==> config.mk <==
export PLATFORM = sky130hd
export DESIGN_NAME = ir_blob_decoder_flat
export DESIGN_NICKNAME = d
export VERILOG_FILES = /design/src/rtl/ir_blob_if.sv /design/src/rtl/ir_blob_decoder.sv /design/src/flat_wrapper.sv
export SDC_FILE = /design/constraint.sdc
export NUM_CORES = 1
export LEC_CHECK = 0
export ABC_AREA = 1
export ABC_CLOCK_PERIOD_IN_PS = 3740
export BUFFER_PORTS_ARGS = -buffer_cell sky130_fd_sc_hd__buf_2
export CAP_MARGIN = 10
export CORE_UTILIZATION = 54
export DETAILED_ROUTE_END_ITERATION = 8
export MAX_ROUTING_LAYER = met4
export PLACE_DENSITY_LB_ADDON = 0.25
export SKIP_LAST_GASP = 1
export SYNTH_ARGS = -nofsm -noshare
export SYNTH_HDL_FRONTEND = slang
export SYNTH_SLANG_ARGS = --single-unit
==> constraint.sdc <==
create_clock -name clk -period 3.74 [get_ports clk]
set_input_delay 0.561 -clock clk [delete_from_list [all_inputs] [get_ports clk]]
set_output_delay 0.561 -clock clk [all_outputs]
set_load 0.03 [all_outputs]
==> src/rtl/ir_blob_if.sv <==
// Byte-stream bus between the camera reader and the IR blob decoder.
// The master (camera side) drives the byte stream and reads the decoded outputs.
// The slave (decoder side) receives the byte stream and drives the decoded outputs.
interface ir_blob_if;
  logic        frame_start;
  logic [7:0]  byte_in;
  logic        byte_valid;
  logic [10:0] x;
  logic [10:0] y;
  logic [3:0]  size;
  logic        blob_found;
  logic        xy_valid;
  logic        frame_done;
  logic        frame_error;

  modport master (
    output frame_start, byte_in, byte_valid,
    input  x, y, size, blob_found, xy_valid, frame_done, frame_error
  );

  modport slave (
    input  frame_start, byte_in, byte_valid,
    output x, y, size, blob_found, xy_valid, frame_done, frame_error
  );
endinterface

==> src/rtl/ir_blob_decoder.sv <==
// IR sensor extended-mode frame decoder: one header byte, then 4 blobs of
// {X low, Y low, packed}. Blob BLOB_SEL is decoded to x/y/size.
// Optional macro IR_BLOB_FILTER_EN adds a 2-tap IIR ((old+new)>>1) on x/y.
module ir_blob_decoder #(
  parameter int BLOB_SEL    = 0,
  parameter int FRAME_BYTES = 13
) (
  input  logic    clk,
  input  logic    reset,
  ir_blob_if.slave bus
);

  typedef enum logic [1:0] {IDLE, HEADER, BLOB, DONE} state_t;

  localparam int CW = $clog2(FRAME_BYTES + 1);

  state_t      state, state_nx;
  logic [CW-1:0] cnt;
  logic [1:0]  phase, bidx;
  logic [7:0]  x_lo, y_lo;

  logic        short_frame, acc, blob_wr, last_byte, sel_hit, blob_ok;
  logic [10:0] sx, sy, x_nx, y_nx;

  logic [10:0] x_q, y_q;
  logic [3:0]  size_q;
  logic        found_q, xyv_q, done_q, err_q;

  // State register
  always_ff @(posedge clk or posedge reset) begin
    if (reset) state <= IDLE;
    else       state <= state_nx;
  end

  // Next-state logic; frame_start restarts from any state
  always_comb begin
    state_nx = state;
    if (bus.frame_start) state_nx = HEADER;
    else begin
      case (state)
        HEADER:  if (acc) state_nx = BLOB;
        BLOB:    if (last_byte) state_nx = DONE;
        default: state_nx = state;
      endcase
    end
  end

  // Per-cycle control decode: which byte is accepted and what it means
  always_comb begin
    short_frame = bus.frame_start && (state == HEADER || state == BLOB);
    acc         = bus.byte_valid && !bus.frame_start && (state != IDLE) &&
                  (cnt < CW'(FRAME_BYTES));
    blob_wr     = acc && (state == BLOB);
    last_byte   = blob_wr && (phase == 2'd2) && (bidx == 2'd3);
    sel_hit     = blob_wr && (phase == 2'd2) && (bidx == 2'(BLOB_SEL));
  end

  // Assemble the candidate sample from held low bytes plus the packed byte
  always_comb begin
    sx      = {1'b0, bus.byte_in[5:4], x_lo};
    sy      = {1'b0, bus.byte_in[7:6], y_lo};
    blob_ok = !((sx == 11'd1023) && (sy == 11'd1023));
  end

`ifdef IR_BLOB_FILTER_EN
  logic [11:0] sum_x, sum_y;
  // Average with the previous output; load raw when there is no valid history
  always_comb begin
    sum_x = {1'b0, x_q} + {1'b0, sx};
    sum_y = {1'b0, y_q} + {1'b0, sy};
    x_nx  = found_q ? 11'(sum_x >> 1) : sx;
    y_nx  = found_q ? 11'(sum_y >> 1) : sy;
  end
`else
  // Raw sample passes straight through
  always_comb begin
    x_nx = sx;
    y_nx = sy;
  end
`endif

  // Byte counter, blob/phase tracking and low-byte holding registers
  always_ff @(posedge clk or posedge reset) begin
    if (reset) begin
      cnt   <= '0;
      phase <= '0;
      bidx  <= '0;
      x_lo  <= '0;
      y_lo  <= '0;
    end else if (bus.frame_start) begin
      cnt   <= '0;
      phase <= '0;
      bidx  <= '0;
    end else begin
      // acc already excludes a full counter, so this saturates
      if (acc) cnt <= cnt + 1'b1;
      if (blob_wr) begin
        case (phase)
          2'd0:    begin x_lo <= bus.byte_in; phase <= 2'd1; end
          2'd1:    begin y_lo <= bus.byte_in; phase <= 2'd2; end
          default: begin phase <= 2'd0; bidx <= bidx + 2'd1; end
        endcase
      end
    end
  end

  // Decoded outputs and status pulses, one cycle after the triggering byte
  always_ff @(posedge clk or posedge reset) begin
    if (reset) begin
      x_q     <= '0;
      y_q     <= '0;
      size_q  <= '0;
      found_q <= 1'b0;
      xyv_q   <= 1'b0;
      done_q  <= 1'b0;
      err_q   <= 1'b0;
    end else begin
      xyv_q  <= sel_hit && blob_ok;
      done_q <= acc && (cnt == CW'(FRAME_BYTES - 1));
      err_q  <= short_frame;
      if (sel_hit) begin
        found_q <= blob_ok;
        if (blob_ok) begin
          x_q    <= x_nx;
          y_q    <= y_nx;
          size_q <= bus.byte_in[3:0];
        end
      end
    end
  end

  assign bus.x           = x_q;
  assign bus.y           = y_q;
  assign bus.size        = size_q;
  assign bus.blob_found  = found_q;
  assign bus.xy_valid    = xyv_q;
  assign bus.frame_done  = done_q;
  assign bus.frame_error = err_q;

endmodule

==> src/flat_wrapper.sv <==
// flat-port wrapper written by rule: the top's interface ports become plain ports
module ir_blob_decoder_flat 
#(
  parameter int BLOB_SEL    = 0,
  parameter int FRAME_BYTES = 13
)
  (clk, reset, bus_frame_start, bus_byte_in, bus_byte_valid, bus_x, bus_y, bus_size, bus_blob_found, bus_xy_valid, bus_frame_done, bus_frame_error);
  ir_blob_if bus_i ();
  input  logic clk;
  input  logic reset;
  input wire logic [$bits(bus_i.frame_start)-1:0] bus_frame_start;
  input wire logic [$bits(bus_i.byte_in)-1:0] bus_byte_in;
  input wire logic [$bits(bus_i.byte_valid)-1:0] bus_byte_valid;
  output wire logic [$bits(bus_i.x)-1:0] bus_x;
  output wire logic [$bits(bus_i.y)-1:0] bus_y;
  output wire logic [$bits(bus_i.size)-1:0] bus_size;
  output wire logic [$bits(bus_i.blob_found)-1:0] bus_blob_found;
  output wire logic [$bits(bus_i.xy_valid)-1:0] bus_xy_valid;
  output wire logic [$bits(bus_i.frame_done)-1:0] bus_frame_done;
  output wire logic [$bits(bus_i.frame_error)-1:0] bus_frame_error;
  assign bus_i.frame_start = bus_frame_start;
  assign bus_i.byte_in = bus_byte_in;
  assign bus_i.byte_valid = bus_byte_valid;
  assign bus_x = bus_i.x;
  assign bus_y = bus_i.y;
  assign bus_size = bus_i.size;
  assign bus_blob_found = bus_i.blob_found;
  assign bus_xy_valid = bus_i.xy_valid;
  assign bus_frame_done = bus_i.frame_done;
  assign bus_frame_error = bus_i.frame_error;
  ir_blob_decoder #(.BLOB_SEL(BLOB_SEL), .FRAME_BYTES(FRAME_BYTES)) u_core (.clk(clk), .reset(reset), .bus(bus_i));
endmodule
==> Yosys cells after proc, flatten, opt, wreduce, memory -nomap -nowiden <==
Index checks and enable logic that the tools add are counted.
{ "totals": {"ff_bits": 54, "in_bits": 12, "output_inout_bits": 30, "elab_cells": 67} }
{ "op_classes": {"add_sub_neg": 2, "magnitude_cmp": 1, "n_eq_ne": 11, "muxes": 12, "bitwise_logic": 2, "reduce_logical": 26} }
{ "ops": {"columns": ["operator", "count"], "rows": [
  ["== test 10 bit, second input constant", 2],
  ["two-way mux 2 bit", 8],
  ["logical AND 1 bit", 11],
  ["AND reduction 3 bit", 3],
  ["two-way mux 4 bit", 2],
  ["case mux 2 bit (2 select lines)", 2],
  ["== test 2 bit, second input constant", 3],
  ["inequality test 3 x 2 -> 1 bit, second input constant", 2],
  ["nonzero test 2 bit", 3],
  ["adder 4 x 1 -> 4 bit, second input constant", 1],
  ["== test 2 x 1 -> 1 bit, second input constant", 2],
  ["== test 4 bit, second input constant", 1],
  ["logical NOT 2 bit", 2],
  ["< comparator 4 bit, second input constant", 1],
  ["AND reduction 2 bit", 2],
  ["nonzero test 3 bit", 1],
  ["adder 2 x 1 -> 2 bit, second input constant", 1],
  ["logical NOT 1 bit", 2],
  ["inequality test 2 x 1 -> 1 bit, second input constant", 1],
  ["NOT 1 bit", 2],
  ["OR reduction 2 bit", 1],
  ["logical OR 1 bit", 1]
]} }

==> Logic depth before layout (Yosys ltp) <==
{ "depth": {"word_depth": 10, "mapped_depth": 11, "mapped_depth_nobuf": 11} }

==> Worst setup path after synthesis <==
Ideal clock, no wire load.
{ "synth_path": {"path_kind": "register to register", "startpoint": "register u_core.state[0]", "endpoint": "register u_core.y_q[0] (netlist: u_core.bus.y[0])", "arrival_ns": 1.481, "setup_slack_ns": 2.141, "path_stages_with_launch": 12, "path_cell_list": "dfrtp_1 > inv_1 > ha_1 > nor2_2 > nand2_2 > nor2_4 > nand3_4 > nor2_8 > nand2_4 > buf_6 > nand2_1 > nand2_1"} }
{ "synth_between": {"elab_chain_len": 7, "elab_cells_between_ends": 8} }
{ "synth_rtl": {"columns": ["item", "line_no", "source"], "rows": [
  ["start: declaration", "ir_blob_decoder.sv:17", "state_t state, state_nx;"],
  ["start signal: assignment", "ir_blob_decoder.sv:32", "else state <= state_nx;"],
  ["nonzero test 2 bit", "ir_blob_decoder.sv:51", "acc = bus.byte_valid && !bus.frame_start && (state != IDLE) &&"],
  ["logical AND 1 bit (2 in a row)", "ir_blob_decoder.sv:51", null],
  ["logical AND 1 bit *", "ir_blob_decoder.sv:53", "blob_wr = acc && (state == BLOB);"],
  ["logical AND 1 bit * (2 in a row)", "ir_blob_decoder.sv:55", "sel_hit = blob_wr && (phase == 2'd2) && (bidx == 2'(BLOB_SEL));"],
  ["AND reduction 2 bit (no source line) *", null, null],
  ["end signal: assignment", "ir_blob_decoder.sv:125", "y_q <= y_nx;"],
  ["end: declaration", "ir_blob_decoder.sv:25", "logic [10:0] x_q, y_q;"]
]} }
Mark *: on every way between the ends. The rest lies on a longest branch, timed or not.
A chain may end at the register's enable or synchronous reset.

==> Final worst setup path <==
{ "layout_path": {"startpoint": "register u_core.state[0]", "endpoint": "register u_core.y_q[6] (netlist: u_core.bus.y[6])"} }
The elaborated chain is that of the path after synthesis.

==> impl_metrics.toml <==
[yosys]
post_synth.cell_area_avg_um2 = 8.85
synth_top_family_by_area = "simple AND/OR/NAND/NOR gates"
synth_area_mm2 = 0.00241
muxShareOfSynthArea = 0
ys_seq_elements = 54
yosysSeqAreaShare = 0.562
synth-xor-area-share = 0
netlist_instances = 272
ys_types = 25
yosysWarningCount = 0
synthSimpleGateAreaFrac = 0.276
synthAdderAreaFrac = 0.0364
synth-compound-area-share = 0.0546

[grt]
antenna_found_initial = 0
grt_start_max_net_pins = 55
grt_pass1_wl_mm = 7.33
grt_use_total = 0.223
grt_overflow = 0
grt_pass1_vias = 1689

[setup_path]
ff2ff_path_depth = 10
worstSetupEndpointType = "register"
endpoint = "u_core.bus.y[6]"
reg2reg_setup_slack_ns = 1.73
crit_type = "register to register"
startpoint = "u_core.state[0]"
timing.rr.start = "u_core.state[0]"
rr_endpoint = "u_core.bus.y[6]"
worstPathArrival_ns = 2.20
worst-path-max-fanout = 26
required_ns = 3.93
startpoint_type = "register"

[timing]
tightest_slew_ns = 0.560
final.min_clock_period_ns = 2.01
drv_slew = 0
min_period_over_period = 0.537
rsz0062_at_grt = "false"
finClkSkew_ns = 0.00580
fin_ws_ns = 1.73
relSlewSlack = 0.625
max_freq_mhz = 498
setup_viol = 0
tns_ns = 0
hold_viol = 0

[cells_and_area]
antenna-diode-count = 0
final_layout_size_suffix_gt1_frac = 0.189
fin_nets = 330
syn2layout_area_growth_pct = 12.9

[detailed_routing]
drc = 0
wl_per_cell_um = 12.6
routed_wl_mm = 4.58
vias = 1838
wl_met1_mm = 2.03
drt_first_iter_violations = 128
first_pass_iters = 4
met3_length_um = 160
vias_per_cell = 5.08
wl_met2_mm = 2.32
routed.top_layer = "met4"
antenna_left = 0

[placed_design]
dp_slack_ns = 1.51
gp_congestion = 0.803
hpwl_mm = 3.20
port_buffers = 39

[power]
p_int_mw = 1.05
p_leak_nw = 1.55
sw_frac_of_total = 0.375
power_density_mw_per_mm2 = 620
vdd_ir_drop_max_mv = 0.364
combPwrFrac = 0.297
p_switching_mw = 0.631
seqPwrFrac = 0.507
clockPowerShare = 0.196

[floorplanning]
start_util = 0.581
row_count = 23
die_w_um = 68.8
core-area_mm2 = 0.00414
die_y_um = 68.8
dieArea_mm2 = 0.00473
boundaryPins = 42

[clock_network]
hold_buffers = 0
htree_levels = 2
cts_resized = 0
clk_latency_ns = 0.30
cts_tree = "done"
clock_path_buffers = 2
clkTransAtPathRegs_ns = 0.09
cts.sinks = 54
clockRootBuffer = "clkbuf_8"
post_cts_buffers = 0
cts_buffers = 5

[job]
maxCapViolCount = 0

[hold_path]
hold_class = "input pin to asynchronous set/reset pin"

[status]
status = "complete, no violations"
-- placed cells by master (no fill, tap or decap), drive strengths merged --
master  Yosys  layout
ha          7       7
o21a        1       1
clkinv      0       1
nand3      30      30
buf         8      41
dfrtp      54      54
inv        26      26
nor3        3       3
nand4       4       4
conb        1       2
o21ai      23      23
clkbuf      2       7
a21oi       1       1
nor2       15      15
nand2      97      97
-- logic make-up (layout without fill, tap and decap cells) --
logic type | Yosys count | count (layout)
AOI/OAI and AO/OA | 25 | 25
adders and majority gates | 7 | 7
buffers and inverters | 36 | 75
DFF | 54 | 54
other | 1 | 2
and+or+nand+nor | 149 | 149
-- stage by stage --
stage | power [mW] | util | std cells | area [µm²] | hold WS, ns
floorplan | 1.22 | - | 273 | 2410 | 0.467
global placement | 1.34 | 0.629 | 353 | 2610 | 0.451
detailed placement | 1.36 | 0.629 | 353 | 2610 | 0.457
CTS | 1.69 | 0.651 | 361 | 2700 | 0.480
global route | 1.80 | 0.655 | 362 | 2720 | 0.271
finish | 1.68 | 0.655 | 362 | 2720 | 0.247
-- worst max-delay path, stage by stage, from the launching register on --
cell and delay [ns]:
dfrtp_1 0.39, inv_1 0.07, ha_1 0.20, nor2_2 0.12, nand2_2 0.09, nor2_4 0.16
nand3_4 0.12, nor2_8 0.31, nand2_4 0.25, nand2_1 0.11, nand2_1 0.06
-- power by group through the flow --
stage | Sequential, mW | Combinational (mW) | Clock (mW)
after floorplan | 0.957 | 0.267 | 0
after global placement | 0.858 | 0.484 | 0
after detailed placement | 0.862 | 0.499 | 0
after CTS | 0.853 | 0.502 | 0.338
after global routing | 0.876 | 0.569 | 0.357
final | 0.854 | 0.499 | 0.330
-- area by class of cell --
type,count,area [µm²]
fillers,366,1430
inverters,26,97.6
clock buffers,7,86.3
well taps,50,62.6
repair buffers,41,223
multi-input cells,183,891
flip-flops and latches,54,1350
clock inverters,1,5.00
-- layer usage --
metal / global-route usage / vias to the layer above
li1: - / 937
met2: 0.359 / 39
met5: - / -
met4: 0.0944 / 0
met1: 0.270 / 856
met3: 0.0510 / 6
-- flip-flops by register name (all words and copies together) (netlist names) --
| name | cells |
|---|---|
| u_core.bus.y | 10 |
| u_core.phase | 2 |
| u_core.bus.xy_valid | 1 |
| u_core.x_lo | 8 |
| u_core.state | 2 |
| u_core.bidx | 2 |
| u_core.bus.x | 10 |
| u_core.bus.frame_done | 1 |
| u_core.y_lo | 8 |
| u_core.cnt | 4 |
| u_core.bus.blob_found | 1 |
| u_core.bus.size | 4 |
| u_core.bus.frame_error | 1 |
-- cell usage after synthesis (all sizes together) --
cell / count / share of area
a21oi: 1 / 0.0021
buf: 8 / 0.026
clkbuf: 2 / 0.0031
conb: 1 / 0.0016
dfrtp: 54 / 0.56
ha: 7 / 0.036
inv: 26 / 0.041
nand2: 97 / 0.16
nand3: 30 / 0.068
nand4: 4 / 0.010
nor2: 15 / 0.034
nor3: 3 / 0.0062
o21a: 1 / 0.0031
o21ai: 23 / 0.049
-- how the worst min path moves through the flow --
stage               startpoint              end  slack, ns  depth (start not counted)
4_1_cts        u_core.bus.x[6]  u_core.bus.x[6]       0.48                          2
3_5_place_dp   u_core.bus.x[6]  u_core.bus.x[6]       0.46                          2
3_3_place_gp   u_core.bus.y[8]  u_core.bus.y[8]       0.45                          2
5_1_grt                  reset  u_core.bus.y[7]       0.27                          2
6_report                 reset  u_core.bus.x[6]       0.25                          2
2_1_floorplan  u_core.state[1]  u_core.state[1]       0.47                          2
(Power assumes the default switching activity.)
